$ cat src/rtl/uart_pkg.sv
// Shared UART definitions: receiver FSM encoding, default line rates and the
// clock-divider calculation used by the baud tick generator.
package uart_pkg;

    typedef enum logic [1:0] {
        StIdle  = 2'd0,
        StStart = 2'd1,
        StData  = 2'd2,
        StStop  = 2'd3
    } rx_state_e;

    localparam int unsigned CLK_HZ_DEF     = 100_000_000;
    localparam int unsigned BAUD_DEF       = 9600;
    localparam int unsigned OVERSAMPLE_DEF = 16;

    // Clock cycles per oversample tick, rounded to nearest.
    function automatic int unsigned calc_div(input int unsigned clk_hz,
                                             input int unsigned baud,
                                             input int unsigned oversample);
        int unsigned den;
        den = baud * oversample;
        return (clk_hz + den / 2) / den;
    endfunction

endpackage

$ cat src/rtl/uart_baud_tick.sv
// Free-running oversample tick generator; restart re-phases the counter so
// that ticks line up with an externally detected event.
module uart_baud_tick #(
    parameter int unsigned DIV = 651
) (
    input  logic clk,
    input  logic reset,
    input  logic restart,
    output logic tick
);

    localparam int unsigned W = (DIV > 1) ? $clog2(DIV) : 1;
    localparam logic [W-1:0] LAST = W'(DIV - 1);

    logic [W-1:0] cnt_q, cnt_d;

    always_comb begin
        tick  = (cnt_q == LAST);
        cnt_d = cnt_q + 1'b1;
        if (restart || tick) begin
            cnt_d = '0;
        end
    end

    always_ff @(posedge clk or posedge reset) begin
        if (reset) begin
            cnt_q <= '0;
        end else begin
            cnt_q <= cnt_d;
        end
    end

endmodule

$ cat src/rtl/uart_rx_feeder.sv
// 8N1 UART receiver feeding the text display: one character plus a one-cycle
// write strobe per clean frame; frames with a bad stop bit are dropped and flagged.
module uart_rx_feeder
    import uart_pkg::*;
#(
    parameter int unsigned CLK_HZ     = CLK_HZ_DEF,
    parameter int unsigned BAUD       = BAUD_DEF,
    parameter int unsigned OVERSAMPLE = OVERSAMPLE_DEF
) (
    input  logic       clk,
    input  logic       reset,
    input  logic       rx,
    output logic [7:0] cout,
    output logic       we,
    output logic       frame_err,
    output logic       busy
);

    localparam int unsigned DIV = calc_div(CLK_HZ, BAUD, OVERSAMPLE);
    localparam int unsigned SW  = (OVERSAMPLE > 1) ? $clog2(OVERSAMPLE) : 1;
    localparam logic [SW-1:0] HALF_LAST = SW'(OVERSAMPLE / 2 - 1);
    localparam logic [SW-1:0] FULL_LAST = SW'(OVERSAMPLE - 1);

    rx_state_e     state_q, state_d;
    logic          rx_meta_q, rx_s_q, rx_prev_q;
    logic [SW-1:0] scnt_q, scnt_d;
    logic [2:0]    bcnt_q, bcnt_d;
    logic [7:0]    shift_q, shift_d;
    logic [7:0]    cout_q, cout_d;
    logic          we_q, we_d;
    logic          ferr_q, ferr_d;
    logic          restart;
    logic          tick;

    uart_baud_tick #(
        .DIV (DIV)
    ) u_baud_tick (
        .clk     (clk),
        .reset   (reset),
        .restart (restart),
        .tick    (tick)
    );

    always_comb begin
        state_d = state_q;
        scnt_d  = scnt_q;
        bcnt_d  = bcnt_q;
        shift_d = shift_q;
        cout_d  = cout_q;
        we_d    = 1'b0;
        ferr_d  = ferr_q;
        restart = 1'b0;

        case (state_q)
            StIdle: begin
                // A line held low after a bad stop bit has no 1->0 edge, so it cannot retrigger.
                if (rx_prev_q && !rx_s_q) begin
                    state_d = StStart;
                    scnt_d  = '0;
                    restart = 1'b1;
                end
            end
            StStart: begin
                if (tick) begin
                    if (scnt_q == HALF_LAST) begin
                        scnt_d = '0;
                        if (!rx_s_q) begin
                            state_d = StData;
                            bcnt_d  = '0;
                        end else begin
                            state_d = StIdle;
                        end
                    end else begin
                        scnt_d = scnt_q + 1'b1;
                    end
                end
            end
            StData: begin
                if (tick) begin
                    if (scnt_q == FULL_LAST) begin
                        scnt_d          = '0;
                        shift_d[bcnt_q] = rx_s_q;
                        if (bcnt_q == 3'd7) begin
                            state_d = StStop;
                        end else begin
                            bcnt_d = bcnt_q + 1'b1;
                        end
                    end else begin
                        scnt_d = scnt_q + 1'b1;
                    end
                end
            end
            StStop: begin
                if (tick) begin
                    if (scnt_q == FULL_LAST) begin
                        scnt_d  = '0;
                        state_d = StIdle;
                        if (rx_s_q) begin
                            cout_d = shift_q;
                            we_d   = 1'b1;
                            ferr_d = 1'b0;
                        end else begin
                            ferr_d = 1'b1;
                        end
                    end else begin
                        scnt_d = scnt_q + 1'b1;
                    end
                end
            end
            default: state_d = StIdle;
        endcase
    end

    always_ff @(posedge clk or posedge reset) begin
        if (reset) begin
            state_q   <= StIdle;
            rx_meta_q <= 1'b1;
            rx_s_q    <= 1'b1;
            rx_prev_q <= 1'b1;
            scnt_q    <= '0;
            bcnt_q    <= '0;
            shift_q   <= '0;
            cout_q    <= '0;
            we_q      <= 1'b0;
            ferr_q    <= 1'b0;
        end else begin
            state_q   <= state_d;
            rx_meta_q <= rx;
            rx_s_q    <= rx_meta_q;
            rx_prev_q <= rx_s_q;
            scnt_q    <= scnt_d;
            bcnt_q    <= bcnt_d;
            shift_q   <= shift_d;
            cout_q    <= cout_d;
            we_q      <= we_d;
            ferr_q    <= ferr_d;
        end
    end

    assign cout      = cout_q;
    assign we        = we_q;
    assign frame_err = ferr_q;
    assign busy      = (state_q != StIdle);

endmodule
$ cat config.mk
export PLATFORM = sky130hd
export DESIGN_NAME = uart_rx_feeder
export DESIGN_NICKNAME = d
export VERILOG_FILES = /design/src/rtl/uart_pkg.sv /design/src/rtl/uart_baud_tick.sv /design/src/rtl/uart_rx_feeder.sv
export SDC_FILE = /design/constraint.sdc
export NUM_CORES = 1
export LEC_CHECK = 0
export CAP_MARGIN = 30
export CORE_ASPECT_RATIO = 0.5
export CORE_MARGIN = 2
export CORE_UTILIZATION = 50
export DETAILED_ROUTE_END_ITERATION = 10
export DONT_BUFFER_PORTS = 1
export PLACE_DENSITY = 0.61
export SYNTH_ARGS = -nofsm -noshare
export SYNTH_HDL_FRONTEND = slang
export SYNTH_SLANG_ARGS = --single-unit
$ cat constraint.sdc
create_clock -name clk -period 3.4 [get_ports clk]
set_input_delay 0.34 -clock clk [delete_from_list [all_inputs] [get_ports clk]]
set_output_delay 0.34 -clock clk [all_outputs]
set_load 0.03 [all_outputs]
After elaboration in Yosys (flattened, before gate mapping)
Cells that the tools add are included.
{"block": "word_totals", "mem_bits_ro": 0, "wordCells": 82, "latch_bits": 0, "inputBits": 3, "output_inout_bits": 11, "ramBits": 0, "memories": 0, "ff_bits": 40}
{"block": "classes", "n_addsub": 3, "shifts": 0, "n_lt_le_gt_ge": 2, "n_reduce_logical": 14, "eq_ne": 18, "div": 0, "muxes": 34, "multipliers": 0, "n_bitwise": 0}
{"op": "$mux W4", "count": 5}
{"op": "$ne A2 B2 Y1 const B", "count": 10}
{"op": "$mux W2", "count": 9}
{"op": "$mux W3", "count": 6}
{"op": "$pmux W4 S3", "count": 1}
{"op": "$add A10 B1 Y10 const B", "count": 1}
{"op": "$eq A10 B10 Y1 const B", "count": 1}
{"op": "$mux W10", "count": 1}
{"op": "$reduce_and A3 Y1", "count": 3}
{"op": "$bwmux W8", "count": 1}
{"op": "$mux W1", "count": 8}
{"op": "$pmux W2 S4", "count": 1}
{"op": "$reduce_and A8 Y1", "count": 1}
{"op": "$reduce_and A7 Y1", "count": 1}
{"op": "$pmux W3 S2", "count": 1}
{"op": "$add A4 B1 Y4 const B", "count": 1}
{"op": "$eq A2 B2 Y1 const B", "count": 2}
{"op": "$eq A4 B3 Y1 const B", "count": 1}
{"op": "$eq A4 B4 Y1 const B", "count": 1}
{"op": "$lt A3 B4 Y1 const B", "count": 1}
{"op": "$reduce_and A4 Y1", "count": 1}
{"op": "$reduce_bool A2 Y1", "count": 2}
{"op": "$add A3 B1 Y3 const B", "count": 1}
{"op": "$demux W1 S3", "count": 1}
{"op": "9 further kinds", "count": 10}

Depth between registers and ports, before layout
{"block": "logic_depth", "word_depth": 6, "mapped_depth": 7, "ltp_nobuf": 6}

By module
From an unflattened synthesis, not the netlist that was laid out.
{"block": "hier_totals", "hier_cells": 160, "hier_area_um2": 1926.8}
{"module": "uart_rx_feeder", "n_inst": 1, "seq_area_each_um2": 754.5, "cells_per_inst": 107, "area_per_inst_um2": 1373.8}
{"module": "uart_baud_tick", "n_inst": 1, "seq_area_each_um2": 250.2, "cells_per_inst": 53, "area_per_inst_um2": 553.0}

Worst setup path before layout
No wires, ideal clock.
{"block": "synth_timing", "path_type": "register -> register", "startpoint": "reg (tool-made name)", "endpoint": "reg scnt_q[0]", "setup_slack_ps": 1648, "t_arrival_ps": 1625, "setup_time_ps": 128, "synth_period_minus_slack_ps": 1752, "required_time_ps": 3272, "n_path_buf": 0, "path_stages_with_launch": 5, "cell_sequence": "dfrtp_1 > nor2_1 > inv_1 > a21boi_2 > mux2_1"}
{"item": "end signal, assigned", "line": "uart_rx_feeder.sv:131", "source": "scnt_q <= scnt_d;"}
{"item": "end, declared", "line": "uart_rx_feeder.sv:26", "source": "logic [SW-1:0] scnt_q, scnt_d;"}

Final worst setup path
{"block": "layout_timing", "startpoint": "reg state_q[0]", "endpoint": "reg scnt_q[0]"}
{"block": "layout_via", "elab_chain_len": 4}
{"item": "start, declared", "line": "uart_rx_feeder.sv:24", "source": "rx_state_e state_q, state_d;"}
{"item": "start signal, assigned", "line": "uart_rx_feeder.sv:116", "source": "state_q <= StIdle;"}
{"item": "start signal, assigned", "line": "uart_rx_feeder.sv:127", "source": "state_q <= state_d;"}
{"item": "$eq A2 B2 Y1", "line": "uart_rx_feeder.sv:54", "source": "case (state_q)"}
{"item": "$reduce_or A2 Y1 (no line)"}
{"item": "$ne A2 B1 Y1 (no line)"}
{"item": "$reduce_and A3 Y1 (no line)"}
Several ways; a longest one is shown, not always the timed one.
A chain may end at the register's enable or synchronous reset.

==> metrics.cfg <==
[place]
globalplace.congestion = 0.782
dp_cells = 216
portBuffers = 0
hpwl_mm = 2.41

[power]
seqPwrFrac = 0.512
clock_power_share = 0.362
cellLeakagePower_nw = 0.944
switchingPower_mw = 0.310
peakVddDrop_uv = 252
power_density_nw_per_um2 = 549
swShare = 0.267
internal-power_mw = 0.854
power_frac_comb = 0.127

[routing]
drc = 0
vias_per_cell = 5.48
ant_nets = 0
vias = 1228
drt_iter0_markers = 57
routed_wirelength_mm = 3.35
dr.pass1.iters = 4
wl_per_cell_um = 14.9

[layout]
fillCellCount = 313
diodes = 0
nets = 180
final_cell_mix = dfrtp_1 (37), nor2_1 (22), mux2_2 (14), nand2_1 (13)
final_common_cell = dfrtp_1
syn2layout_area_growth_pct = 8.58
final_cell_count_no_fill = 224
utilization = 0.592
drive_gt1_frac = 0.202

[critical_path]
critPathCaptureType = register
crit_family = flip-flops
worstPathArrival_ps = 2230
cp-start-kind = register
path_cells = nor2_1, inv_1, a21boi_2, mux2_1
slowest_delay_ps = 520
crit_cells = 4
ff2ff_path_depth = 4
critPathBufInv = 1
crit_type = register to register
critPathSlowestCell = dfrtp_1
critPathRequiredTime_ps = 3560
path_max_fanout = 13

[clock_network]
cts_sinks = 40
cts_max_level = 2
clockBufferDepth = 2
root_buffer = clkbuf_8
cts_tree = done
clkTransAtPathRegs_ps = 80
postCtsSetupRepairBufs = 0
worstSkewPairLatency_ps = 290
cts-buffers-inserted = 5
cts_resized = 0
ctsHoldBuffers = 0

[synthesis]
netlist-cell-type-count = 43
synth_ff_type = dfrtp_1
postSynth.asyncResetShare = 1.00
synth_top_area_cell = dfrtp_1
synth_edf_count = 0
syn-num-nets = 176
syn_area_per_cell_sq_um = 11.6
synth_compound_area_frac = 0.0736
synthAdderAreaFrac = 0.0320
synth_top_family_by_area = simple AND/OR/NAND/NOR gates
netlist_instances = 168
ys_seq_area_frac = 0.514
ys_ff_latch = 40
synth_area_sq_um = 1950
synth_simple_gate_area_frac = 0.213
synth_top_area_frac = 0.474
synth_area_leaders = dfrtp_1 (47%), mux2_2 (8.1%), nor2_1 (4.2%)
synth_mux_area_frac = 0.104
ys_warn_count = 0
synth_xor_area_frac = 0.0403

[die]
num_rows = 15
die_w_um = 92.4
coreArea_sq_um = 3580
die_h_um = 48.2
initial_core_util = 0.545
dieArea_sq_um = 4460
ios = 14

[timing]
fin_worst_skew_ps = 12.4
tns_ps = 0
tightest_slew_ps = 517
final-setup-viol-count = 0
max_freq_mhz = 484
rsz0062_at_grt = false
period_needed_ps = 2070
fin_crit_sh = 0.608
maxSlewHeadroom = 0.654
timing.hold.ws_ps = 57.4
hold_viol = 0
slew_viol_final = 0

[grt]
grt_max_degree = 41
grt_usage = 0.171
first_global_vias = 1142
grt_pass1_wl_mm = 5.63
grt_overflow = 0
antenna_found_initial = 0

[status]
status = finished, final reports clean

[run]
maxCapViolations = 0

[min_path]
hold_path.class = primary input to async pin

[power groups by stage]
stage	clock [mW]	sequential, mW	combinational, mW
2_1_floorplan	0	0.584	0.134
3_3_place_gp	0	0.603	0.147
3_5_place_dp	0	0.605	0.151
4_1_cts	0.429	0.595	0.151
6_report	0.421	0.596	0.148
5_1_grt	0.451	0.605	0.176
[final timing paths]
path | start | to | slack [ps]
worst max-delay path | state_q[0]$_DFFE_PP0P_ | scnt_q[0]$_DFFE_PP0P_ | 1330
worst min-delay path | reset | cout[2]$_DFFE_PP0P_ | 60
worst max register to register | state_q[0]$_DFFE_PP0P_ | scnt_q[0]$_DFFE_PP0P_ | 1330
worst min register to register | rx_meta_q$_DFF_PP1_ | rx_s_q$_DFF_PP1_ | 360
max in group asynchronous | reset | rx_meta_q$_DFF_PP1_ | 2960
min in group clk | rx | rx_meta_q$_DFF_PP1_ | 60
[cell families (layout without fill, tap and decap cells)]
family | after synthesis | count (layout)
AND/OR/NAND/NOR | 72 | 72
flip-flops | 40 | 40
multiplexers | 18 | 18
AO/OA/AOI/OAI | 16 | 16
XOR/XNOR | 9 | 9
buffers and inverters | 8 | 13
adder cells (fa/ha/maj) | 5 | 5
[per-stage QoR]
stage	area (sq um)	worst slack, ps	total power, mW
2_1_floorplan	1950	1650	0.718
3_3_place_gp	2000	1400	0.750
3_5_place_dp	2000	1340	0.756
4_1_cts	2120	1340	1.18
5_1_grt	2120	1210	1.23
6_report	2120	1330	1.16
[state kept, by name, summed over array words and instances (netlist names), named ones only]
signal / cells
u_baud_tick.cnt_q: 10
scnt_q: 4
frame_err: 1
rx_meta_q: 1
shift_q: 8
rx_s_q: 1
rx_prev_q: 1
we: 1
state_q: 1
bcnt_q: 3
cout: 8
[cell usage after synthesis, drive strengths merged (2+ instances only)]
cell type and instances:
inv 4, xor2 2, o21ai 3, o211ai 2, buf 3, nand2b 3
dfrtp 37, dfstp 3, a22o 2, nor2 23, a211o 2, and3 2
nor4b 2, xnor2 7, nand3 6, ha 5, nor3 5, nor3b 3
nand2 13, nand4 5, and2 2, nor4 2, a21o 2, mux2 18
[layout make-up]
cell class	count	area (sq um)	area share
clock buffers	7	96.3	0.0454
inverters	4	15.0	0.00708
repair buffers	1	7.51	0.00354
clock inverters	1	30.0	0.0142
well taps	51	63.8	0.0301
multi-input cells	120	905	0.426
flip-flops and latches	40	1000	0.473
[layer usage]
layer,routed length [um],track usage,share of wire
met1,1780,0.241,0.53
met2,1390,0.253,0.42
met3,166,0.0649,0.050
met4,8,0.0448,0.0024
met5,0,0,0
[worst register-to-register path, delay by kind of cell, from the launching register on]
kind,cells,cell delay [ps]
and+or+nand+nor,1,480
AOI/OAI and AO/OA,1,280
buffers and inverters,1,320
DFF,1,520
muxes,1,340
(Power assumes the default switching activity.)
